===== src/rtl/shift_seq_unit.sv =====
// Multi-cycle barrel-free shifter: moves the operand one bit per cycle
// under a down-counter, then presents the result with a one-cycle done pulse.
module shift_seq_unit #(
    parameter int WIDTH = 32,
    localparam int AW = $clog2(WIDTH)
) (
    input  logic             clk_i,
    input  logic             rst_i,
    input  logic             start_i,
    input  logic [WIDTH-1:0] src1_i,
    input  logic [WIDTH-1:0] src2_i,
    input  logic [3:0]       ctrl_i,
    input  logic [AW-1:0]    shamt_i,
    output logic             busy_o,
    output logic             done_o,
    output logic             illegal_o,
    output logic [WIDTH-1:0] result_o
);

    typedef enum logic [1:0] {S_IDLE, S_SHIFT, S_DONE} state_t;
    typedef enum logic [1:0] {M_LEFT, M_LOGIC, M_ARITH} mode_t;

    localparam logic [AW-1:0] CNT_ONE = AW'(1);

    state_t           state_reg, state_next;
    mode_t            mode_reg, mode_next;
    logic [WIDTH-1:0] data_reg, data_next;
    logic [AW-1:0]    cnt_reg, cnt_next;
    logic             ill_flag_reg, ill_flag_next;
    logic [WIDTH-1:0] result_reg, result_next;
    logic             illegal_reg, illegal_next;

    logic             dec_legal;
    mode_t            dec_mode;
    logic [AW-1:0]    dec_amt;

    logic [WIDTH-1:0] shl_one, shr_one, shift_one;

    // Single-bit neighbours of the data register; the top bit of a right
    // shift is the old MSB only in arithmetic mode.
    for (genvar gi = 0; gi < WIDTH; gi++) begin : g_bit
        if (gi == 0) begin : g_lsb
            assign shl_one[gi] = 1'b0;
        end else begin : g_lmid
            assign shl_one[gi] = data_reg[gi-1];
        end
        if (gi == WIDTH-1) begin : g_msb
            assign shr_one[gi] = (mode_reg == M_ARITH) & data_reg[gi];
        end else begin : g_rmid
            assign shr_one[gi] = data_reg[gi+1];
        end
    end

    assign shift_one = (mode_reg == M_LEFT) ? shl_one : shr_one;

    always_comb begin
        dec_legal = 1'b1;
        dec_mode  = M_LEFT;
        dec_amt   = shamt_i;
        case (ctrl_i)
            4'b0000: dec_mode = M_LEFT;
            4'b0001: dec_mode = M_LOGIC;
            4'b0010: dec_mode = M_ARITH;
            4'b0011: begin dec_mode = M_LEFT;  dec_amt = src1_i[AW-1:0]; end
            4'b0100: begin dec_mode = M_LOGIC; dec_amt = src1_i[AW-1:0]; end
            4'b0101: begin dec_mode = M_ARITH; dec_amt = src1_i[AW-1:0]; end
            default: begin dec_legal = 1'b0; dec_amt = '0; end
        endcase
    end

    always_comb begin
        state_next    = state_reg;
        mode_next     = mode_reg;
        data_next     = data_reg;
        cnt_next      = cnt_reg;
        ill_flag_next = ill_flag_reg;
        result_next   = result_reg;
        illegal_next  = illegal_reg;
        case (state_reg)
            S_IDLE: begin
                if (start_i) begin
                    data_next     = src2_i;
                    cnt_next      = dec_amt;
                    mode_next     = dec_mode;
                    ill_flag_next = ~dec_legal;
                    state_next    = S_SHIFT;
                end
            end
            S_SHIFT: begin
                if (cnt_reg != '0) begin
                    data_next = shift_one;
                    cnt_next  = cnt_reg - CNT_ONE;
                end else begin
                    result_next  = data_reg;
                    illegal_next = ill_flag_reg;
                    state_next   = S_DONE;
                end
            end
            S_DONE:  state_next = S_IDLE;
            default: state_next = S_IDLE;
        endcase
    end

    always_ff @(posedge clk_i) begin
        if (rst_i) begin
            state_reg    <= S_IDLE;
            mode_reg     <= M_LEFT;
            data_reg     <= '0;
            cnt_reg      <= '0;
            ill_flag_reg <= 1'b0;
            result_reg   <= '0;
            illegal_reg  <= 1'b0;
        end else begin
            state_reg    <= state_next;
            mode_reg     <= mode_next;
            data_reg     <= data_next;
            cnt_reg      <= cnt_next;
            ill_flag_reg <= ill_flag_next;
            result_reg   <= result_next;
            illegal_reg  <= illegal_next;
        end
    end

    assign busy_o    = (state_reg == S_SHIFT);
    assign done_o    = (state_reg == S_DONE);
    assign result_o  = result_reg;
    assign illegal_o = illegal_reg;

endmodule


===== config.mk =====
export PLATFORM = sky130hd
export DESIGN_NAME = shift_seq_unit
export DESIGN_NICKNAME = d
export VERILOG_FILES = /design/src/rtl/shift_seq_unit.sv
export SDC_FILE = /design/constraint.sdc
export NUM_CORES = 1
export LEC_CHECK = 0
export CORE_MARGIN = 4
export CORE_UTILIZATION = 45
export DETAILED_ROUTE_END_ITERATION = 8
export PLACE_DENSITY = 0.8
export SYNTH_ARGS = -nofsm -noshare
export SYNTH_HDL_FRONTEND = slang
export SYNTH_SLANG_ARGS = --single-unit

===== constraint.sdc =====
create_clock -name clk_i -period 4.5 [get_ports clk_i]
set_input_delay 1.35 -clock clk_i [delete_from_list [all_inputs] [get_ports clk_i]]
set_output_delay 1.35 -clock clk_i [all_outputs]
set_load 0.02 [all_outputs]

# Word level (Yosys, flattened, before mapping)
# Index checks and enable logic that the tools add are counted.
# word_totals
input_bits	76
word_cells	49
out_inout_bits	35
ff_bits	75
# classes
n_eq_ne	11
n_addsub	1
reduce_logical	14
n_bitwise	3
muxes	13
# ops
cell	n
$mux 32	3
$pmux 32 s2	1
$pmux 5 s2	2
$mux 5	2
$eq 4x2->1 const B	2
$eq 4x3->1 const B	2
$pmux 2 s2	2
$reduce_and 2->1	3
$reduce_or 3->1	2
$reduce_or 6->1	1
$reduce_bool 5->1	1
$sub 5x1->5 const B	1
$eq 2x2->1 const B	2
$eq 4x1->1 const B	1
$logic_not 2->1	2
$logic_not 4->1	1
$mux 2	2
$ne 2x2->1 const B	2
$reduce_or 2->1	2
$reduce_and 3->1	1
$eq 2x1->1 const B	1
$ne 2x1->1 const B	1
$not 1->1	2
$reduce_bool 2->1	1
2 further kinds	2

# Depth between registers and ports, before layout
# Gate-level depths: netlist of the first run.
# logic_depth
ltp_word	5
mapped_depth	8
mapped_depth_nobuf	6

# Worst setup path before layout of the first run
# No wires, ideal clock.
# synth_path
path_type	in2reg
start	input port start_i
end	register data_reg[15]
arrival_ns	2.438
setup_time_ns	0.117
stages	6
slack_ns	1.945
path_cell_list	or3b_1 > clkbuf_2 > o21ai_4 > nor2_2 > buf_2 > a22o_2
# synth_via
elab_chain_len	2
# synth_rtl
item	line_no	text
from (decl)	9	input logic start_i,
$ne 2x2->1 (no line)	--	
$reduce_and 3->1 (no line)	--	
to (signal assigned)	116	data_reg <= data_next;
to (decl)	27	logic [WIDTH-1:0] data_reg, data_next;
# No other way between the ends.
# A chain may end at the register's enable or synchronous reset.

# Worst setup path in the final report of the first run
# layout_path
start	register state_reg[1]
end	output port busy_o
# layout_via
elab_chain_len	1
# layout_rtl
item	line_no	text
from (decl)	25	state_t state_reg, state_next;
from (signal assigned)	114	state_reg <= state_next;
$eq 2x1->1	124	assign busy_o = (state_reg == S_SHIFT);
to (decl)	14	output logic busy_o,
# No other way between the ends.

==> results of run 1 <==
==> power by group <==
group	internal [mW]	leakage [nW]	switching [mW]
Sequential	0.722	0.611	0.0582
Combinational	0.170	1.07	0.199
Clock	0.283	0.0995	0.240
==> cell families (layout without fill, tap and decap cells) <==
family | count (synthesis) | count (layout) | synth area share
DFF | 75 | 75 | 0.441
muxes | 30 | 30 | 0.0881
xor gates and xnor gates | 1 | 1 | 0.00257
buffers and inverters | 34 | 104 | 0.0617
adders and majority gates | 1 | 1 | 0.00367
and+or+nand+nor | 129 | 129 | 0.167
AOI/OAI and AO/OA | 120 | 120 | 0.236
==> final timing paths <==
| kind | from | end | slack [ns] |
|---|---|---|---|
| hold / removal | result_o[14] | result_o[14] | 0.45 |
| setup reg to reg | state_reg[1] | data_reg[14] | 2.12 |
| setup / recovery | state_reg[1] | busy_o | 1.33 |
| hold reg to reg | result_o[14] | result_o[14] | 0.45 |
==> layout make-up <==
class                      count  area, µm²
sequential                    75       1500
clock buffer                  13        159
inverter                       4       15.0
timing repair buffer          85        841
tap                           99        124
multi-input combinational    281       1710
clock inverter                 2       35.0
fill                         692       2910
==> worst max-delay path, delay by kind of cell (launching register included) <==
family	cells	cell delay, ns
flops	1	0.32
buf+inv	2	0.99
simple gates	1	0.17
==> metrics by stage <==
step / cells / utilization / hold slack [ns] / cell area, µm²
after global placement: 544 / 0.574 / 0.441 / 4190
after detailed placement: 544 / 0.574 / 0.446 / 4190
final: 559 / 0.601 / 0.455 / 4380
after floorplan: 390 / - / 0.432 / 3410
after CTS: 559 / 0.601 / 0.456 / 4380
after global routing: 559 / 0.601 / 0.478 / 4380
==> cell usage in the layout (no fill, tap or decap), drive strengths merged, types with 3 or more instances in the layout <==
master           n
a21oi           38
a221o            3
a22o            32
a32o             3
buf              3
clkbuf          13
clkdlybuf4s50   82
dfxtp           75
inv              4
mux2i           30
nand2          102
nand2b           3
nand3            3
nor2            11
o21ai           34
==> layer usage <==
metal  vias up  track usage  wire (µm)  part of all wire
li1       1499            -          -                 -
met1      1428        0.243       3700              0.45
met2        87        0.312       3880              0.47
met3        12       0.0363        479             0.058
met4         0       0.0769        138             0.017
met5         -            0          0                 0
==> results.rst, run 1 <==
.. list-table::
   :header-rows: 1

   * - Metric
     - Value
   * - Run status
     - completed
   * - Yosys cell types
     - 43
   * - Synthesized Nets
     - approximately 470
   * - Post-CTS sizing
     - 0
   * - Clock period minus final worst setup slack
     - 3.17 ns
   * - Number of I/O port buffers
     - between 80 and 90
   * - R2R cell count
     - 6
   * - Slowest stage delay, CP
     - 0.68 ns
   * - Final Power
     - 1.67 mW
   * - Vias after detailed routing
     - ~3000
   * - Type of the tightest min-delay check
     - reg -> reg
   * - Top-area cell type share of the netlist area
     - 0.441
   * - Max-cap violation count
     - 0
   * - Number of instances in the synthesized netlist
     - ~400
   * - CP max FO
     - 14
   * - Kind of start point of the critical path
     - flop
   * - Setup TNS Final
     - 0 ns
   * - Worst Max-Slew Pin Slew
     - around 1.2 ns
   * - Most frequent cell after synthesis
     - sky130_fd_sc_hd__nand2_1
   * - Critical Path, Cell by Cell
     - nand2b_2 > inv_1 > clkdlybuf4s50_1
   * - Final count of negative-setup-slack endpoints
     - 0
   * - Maximum number of pins on one net before global-route repair
     - between 60 and 70
   * - TritonCTS clock tree
     - done
   * - Insertion delay to the later sink of the worst-skew pair
     - 0.35 ns
   * - Area of the die
     - 9030 µm²
   * - Antenna cell count
     - 0
   * - Leak Pwr
     - between 1.5 and 2 nW
   * - Worst-path clk slew
     - about 0.070 ns
   * - Commonest register cell after synthesis
     - sky130_fd_sc_hd__dfxtp_1
   * - Number of levels the H-tree was split into
     - 3
   * - Placeable core area
     - 7290 µm²
   * - Nature of the critical path endpoint
     - output port
   * - Number of global-route vias before repair
     - 2921
   * - Part of the cycle the worst path needs
     - 0.705
   * - Synthesis Warnings
     - 0
   * - Post-place setup slack
     - 0.952 ns
   * - Largest area contributor in the synthesized netlist
     - sky130_fd_sc_hd__dfxtp_1
   * - Total Nets Final
     - 533
   * - Asr flop ratio synth
     - 0
   * - Cell at the slowest stage of the critical path
     - sky130_fd_sc_hd__clkdlybuf4s50_1
   * - ANT nets after route
     - 0
   * - Setup repair after global routing missed its margin
     - no
   * - Layout overhead on the synthesized area
     - 28.6%
   * - Average wire length per cell after detail routing
     - 14.7 µm
   * - Total number of placement rows
     - 31
   * - Number of register bits inferred by synthesis
     - 75
   * - Largest cells by area after synthesis
     - sky130_fd_sc_hd__dfxtp_1 44%, sky130_fd_sc_hd__nand2_1 11%, sky130_fd_sc_hd__mux2i_1 8.8%
   * - Worst endpoint required time
     - 3.15 ns
   * - Hold-fix buffers, CTS
     - 0
   * - Starting utilization of the core area
     - 0.467
   * - Sinks on Clock Net
     - 75
   * - Worst setup path category
     - reg -> out
   * - 1st-iter DRT viols
     - 72
   * - Die boundary width
     - 95.0 µm
   * - Total DRC errors in the routed layout
     - 0
   * - Hold Vio Cnt, Final
     - 0
   * - Normalized max-slew margin
     - 0.191
   * - Overall routed net length
     - around 8 mm
   * - Die Y
     - 95.0 µm
   * - Hold Crit Depth
     - 2
   * - Worst path setup slack after routing
     - 1.33 ns
   * - Setup fix buffers added after clock tree synthesis
     - 0
   * - Ports
     - 111
   * - Mean cell area of the mapped netlist
     - between 8 and 9 µm²
   * - Worst-case clock skew
     - 0.00834 ns
   * - Number of antenna violations at the first check in global routing
     - 0
   * - GRT Resource Usage Total
     - 0.189
   * - Crit path arrival time
     - 1.82 ns
   * - Share of post-route cells with drive strength above 1
     - 0.0826
   * - Iteration count of the initial detailed-routing pass
     - 4
   * - Combined area of all synthesized cells
     - between 3000 and 4000 µm²
   * - Number of enable flip-flop cells after synthesis
     - 0
   * - Commonest cells in the netlist
     - 102 x sky130_fd_sc_hd__nand2_1, 75 x sky130_fd_sc_hd__dfxtp_1, 38 x sky130_fd_sc_hd__a21oi_1
   * - Max-slew violation count
     - 0
   * - Ratio of total power to cell area
     - about 380 nW/µm²
   * - Via-per-instance ratio
     - between 5 and 6
   * - VDD IR-drop max
     - ~0.18 mV
   * - Global-route wire length before repair
     - 13.7 mm
   * - HPWL reported at the end of detailed placement
     - 5.48 mm
   * - Cts bufs inserted
     - 9
   * - Final weighted congestion in routability-driven placement
     - between 0.7 and 0.8
   * - Root Driver
     - sky130_fd_sc_hd__clkbuf_8
   * - Share of the yosys chip area belonging to registers
     - 0.441
   * - Maximum buffer depth of the clock tree
     - 2
   * - Fmax
     - 0.315 GHz
   * - Overflow left after global routing
     - 0
(Power assumes the default switching activity.)
==> inputs of run 2 (changes only) <==
--- a/config.mk
+++ b/config.mk
@@ -6,9 +6,9 @@
 export NUM_CORES = 1
 export LEC_CHECK = 0
 export CORE_MARGIN = 4
-export CORE_UTILIZATION = 45
+export CORE_UTILIZATION = 42
 export DETAILED_ROUTE_END_ITERATION = 8
-export PLACE_DENSITY = 0.8
+export PLACE_DENSITY = 0.79
 export SYNTH_ARGS = -nofsm -noshare
 export SYNTH_HDL_FRONTEND = slang
 export SYNTH_SLANG_ARGS = --single-unit
==> constraint.sdc (replaced) <==
create_clock -name clk_i -period 2.8 [get_ports clk_i]
set_input_delay 0.84 -clock clk_i [delete_from_list [all_inputs] [get_ports clk_i]]
set_output_delay 0.84 -clock clk_i [all_outputs]
set_load 0.02 [all_outputs]
==> run 2 against run 1 <==
Effect of this change:
- final area increased by 3.2%
- global-route usage decreased by 1.9 points
- sequential share of layout area decreased by 1.1 points
- routed wire length decreased by 2.0%
- combinational power increased by 66%
- critical endpoint unchanged
- largest cell class unchanged
==> results.rst, run 2 (synthesized netlist as in run 1, its figures left out) <==
.. list-table::
   :header-rows: 1

   * - Metric
     - Value
   * - Commonest cells after routing, fill and taps aside
     - 102 x sky130_fd_sc_hd__nand2_1, 82 x sky130_fd_sc_hd__clkdlybuf4s50_1, 75 x sky130_fd_sc_hd__dfxtp_1
   * - Total number of placement rows
     - 32 (+3.2%)
   * - Total Nets Final
     - 542 (+1.7%)
   * - Multi-input gate area in the final layout
     - 1710 µm² (unchanged)
   * - Starting utilization of the core area
     - 0.436 (-0.0308)
   * - 1st-iter DRT viols
     - 105 (+46%)
   * - Hold Vio Cnt, Final
     - 0 (unchanged)
   * - Critical Path, Cell by Cell
     - nand2b_2 > inv_1 > clkdlybuf4s50_1
   * - ANT nets after route
     - 0 (unchanged)
   * - Setup TNS Final
     - 0 ns (unchanged)
   * - Ratio of total power to cell area
     - 637 nW/µm² (+67%)
   * - R2R cell count
     - 6 (unchanged)
   * - Global-route wire length before repair
     - 13.5 mm (-1.4%)
   * - Worst-path clk slew
     - 0.08 ns (about the same)
   * - Layout overhead on the synthesized area
     - 32.6%
   * - Worst-case clock skew
     - 0.0112 ns (+0.00287 ns)
   * - Slowest stage delay, CP
     - 0.61 ns (-0.07 ns)
   * - Nature of the critical path endpoint
     - output port
   * - Number of antenna violations at the first check in global routing
     - 0 (unchanged)
   * - Area of the die
     - 9620 µm² (+6.5%)
   * - Cell family with the largest share of critical-path delay
     - buffers and inverters
   * - Share of total power in combinational logic
     - 0.213 (-0.008)
   * - Crit path arrival time
     - 1.54 ns (-0.28 ns)
   * - Die boundary width
     - 98.1 µm (+3.2%)
   * - Max-cap violation count
     - 0 (unchanged)
   * - Number of global-route vias before repair
     - 2895 (-0.89%)
   * - Kind of start point of the critical path
     - flop
   * - Normalized max-slew margin
     - 0.512 (+0.320)
   * - Type of the tightest min-delay check
     - reg -> reg
   * - Iteration count of the initial detailed-routing pass
     - 4 (unchanged)
   * - Root Driver
     - sky130_fd_sc_hd__clkbuf_8
   * - Post-CTS sizing
     - 0 (unchanged)
   * - Number of standard cells in the layout, taps in and fillers out
     - 572 (+2.3%)
   * - Final count of negative-setup-slack endpoints
     - 0 (unchanged)
   * - Share of post-route cells with drive strength above 1
     - 0.106 (+0.0238)
   * - Via-per-instance ratio
     - 5.23 (-3.4%)
   * - Placeable core area
     - 7810 µm² (+7.1%)
   * - GRT Resource Usage Total
     - 0.170 (-0.0193)
   * - Max-slew violation count
     - 0 (unchanged)
   * - Total stage count of the critical path
     - 3 (unchanged)
   * - Insertion delay to the later sink of the worst-skew pair
     - 0.35 ns (about the same)
   * - Share of power burned in registers
     - 0.435 (-0.032)
   * - Worst path buffer plus inverter count
     - 2 (unchanged)
   * - Placed Cells
     - 556 (+2.2%)
   * - Number of I/O port buffers
     - 83 (unchanged)
   * - Hold-fix buffers, CTS
     - 0 (unchanged)
   * - Clock period minus final worst setup slack
     - 2.38 ns
   * - Clock share of power
     - 0.353 (+0.040)
   * - Maximum buffer depth of the clock tree
     - 2 (unchanged)
   * - Sequential cell area
     - 1500 µm² (unchanged)
   * - Total DRC errors in the routed layout
     - 0 (unchanged)
   * - Layout fillers
     - 712 (+2.9%)
   * - Antenna cell count
     - 0 (unchanged)
   * - Average wire length per cell after detail routing
     - 14.0 µm (-4.3%)
   * - Number of levels the H-tree was split into
     - 3 (unchanged)
   * - Final Power
     - 2.88 mW (+72%)
   * - Leak Pwr
     - 1.85 nW (+4.2%)
   * - Cts bufs inserted
     - 9 (unchanged)
   * - Worst endpoint required time
     - 1.96 ns (-1.19 ns)
   * - CP max FO
     - 3 (-11)
   * - Final weighted congestion in routability-driven placement
     - 0.742 (-2.2%)
   * - Setup fix buffers added after clock tree synthesis
     - 0 (unchanged)
   * - Part of the cycle the worst path needs
     - 0.850
   * - Switch Pwr
     - 0.828 mW (+66%)
   * - Switching power as a share of total power
     - 0.288 (-0.00979)
   * - Most frequent standard cell in the layout excluding fill and tap cells
     - sky130_fd_sc_hd__nand2_1
   * - Internal cell power
     - 2.05 mW (+75%)
   * - Vias after detailed routing
     - 2992 (-1.1%)
   * - Worst setup path category
     - reg -> out
   * - TritonCTS clock tree
     - done
   * - Fmax
     - 0.420 GHz
   * - Cell at the slowest stage of the critical path
     - sky130_fd_sc_hd__clkdlybuf4s50_1
   * - VDD IR-drop max
     - 0.318 mV (+82%)
   * - Worst Max-Slew Pin Slew
     - 0.731 ns (-0.479 ns)
   * - Ports
     - 111 (unchanged)
   * - Run status
     - completed
   * - Sinks on Clock Net
     - 75 (unchanged)
   * - Setup repair after global routing missed its margin
     - no
   * - HPWL reported at the end of detailed placement
     - 5.57 mm (+1.7%)
   * - Die Y
     - 98.1 µm (+3.2%)
   * - Hold Crit Depth
     - 2 (unchanged)
   * - Maximum number of pins on one net before global-route repair
     - 69 (unchanged)
   * - Overall routed net length
     - 8.04 mm (-2.0%)
   * - Overflow left after global routing
     - 0 (unchanged)
## run 2: path summary, 6_finish.rpt
| kind | start | end | slack, ns |
|---|---|---|---|
| hold reg to reg | result_o[7] | result_o[7] | 0.45 |
| hold / removal | result_o[7] | result_o[7] | 0.45 |
| setup / recovery | state_reg[1] | busy_o | 0.42 |
| setup reg to reg | cnt_reg[0] | result_o[10] | 0.72 |
## run 2: worst min-delay path, delay by kind of cell, from the launching register on
| family | cells | cell delay, ns |
|---|---|---|
| AOI/OAI and AO/OA | 1 | 0.05 |
| and+or+nand+nor | 1 | 0.05 |
| DFF | 1 | 0.31 |
## run 2: cell type report
type,instances,area share
Timing Repair Buffer,94,0.204
Inverter,4,0.00332
Sequential cell,75,0.332
Clock inverter,7,0.0277
Multi-Input combinational cell,281,0.377
Clock buffer,9,0.0274
Tap cell,102,0.0282
## run 2: power groups by stage
stage	registers (mW)	logic, mW	clock network, mW
5_1_grt	1.27	0.677	1.09
2_1_floorplan	1.27	0.429	0
3_3_place_gp	1.27	0.599	0
6_report	1.25	0.612	1.02
3_5_place_dp	1.27	0.618	0
4_1_cts	1.25	0.620	1.04
## run 2: layer usage
| metal | share of wire | vias to the layer above | GRT usage |
|---|---|---|---|
| li1 | - | 1522 | - |
| met1 | 0.46 | 1387 | 0.216 |
| met2 | 0.48 | 75 | 0.280 |
| met3 | 0.050 | 8 | 0.0421 |
| met4 | 0.012 | 0 | 0.0596 |
| met5 | 0 | - | 0 |
## run 2: per-stage QoR
stage | hold WS [ns] | util | instance area [µm²] | setup slack, ns
after floorplan | 0.432 | - | 3410 | 0.755
after global placement | 0.442 | 0.547 | 4270 | 0.306
after detailed placement | 0.446 | 0.547 | 4270 | 0.265
after CTS | 0.456 | 0.579 | 4520 | 0.389
after global routing | 0.472 | 0.579 | 4520 | 0.335
final | 0.453 | 0.579 | 4520 | 0.421
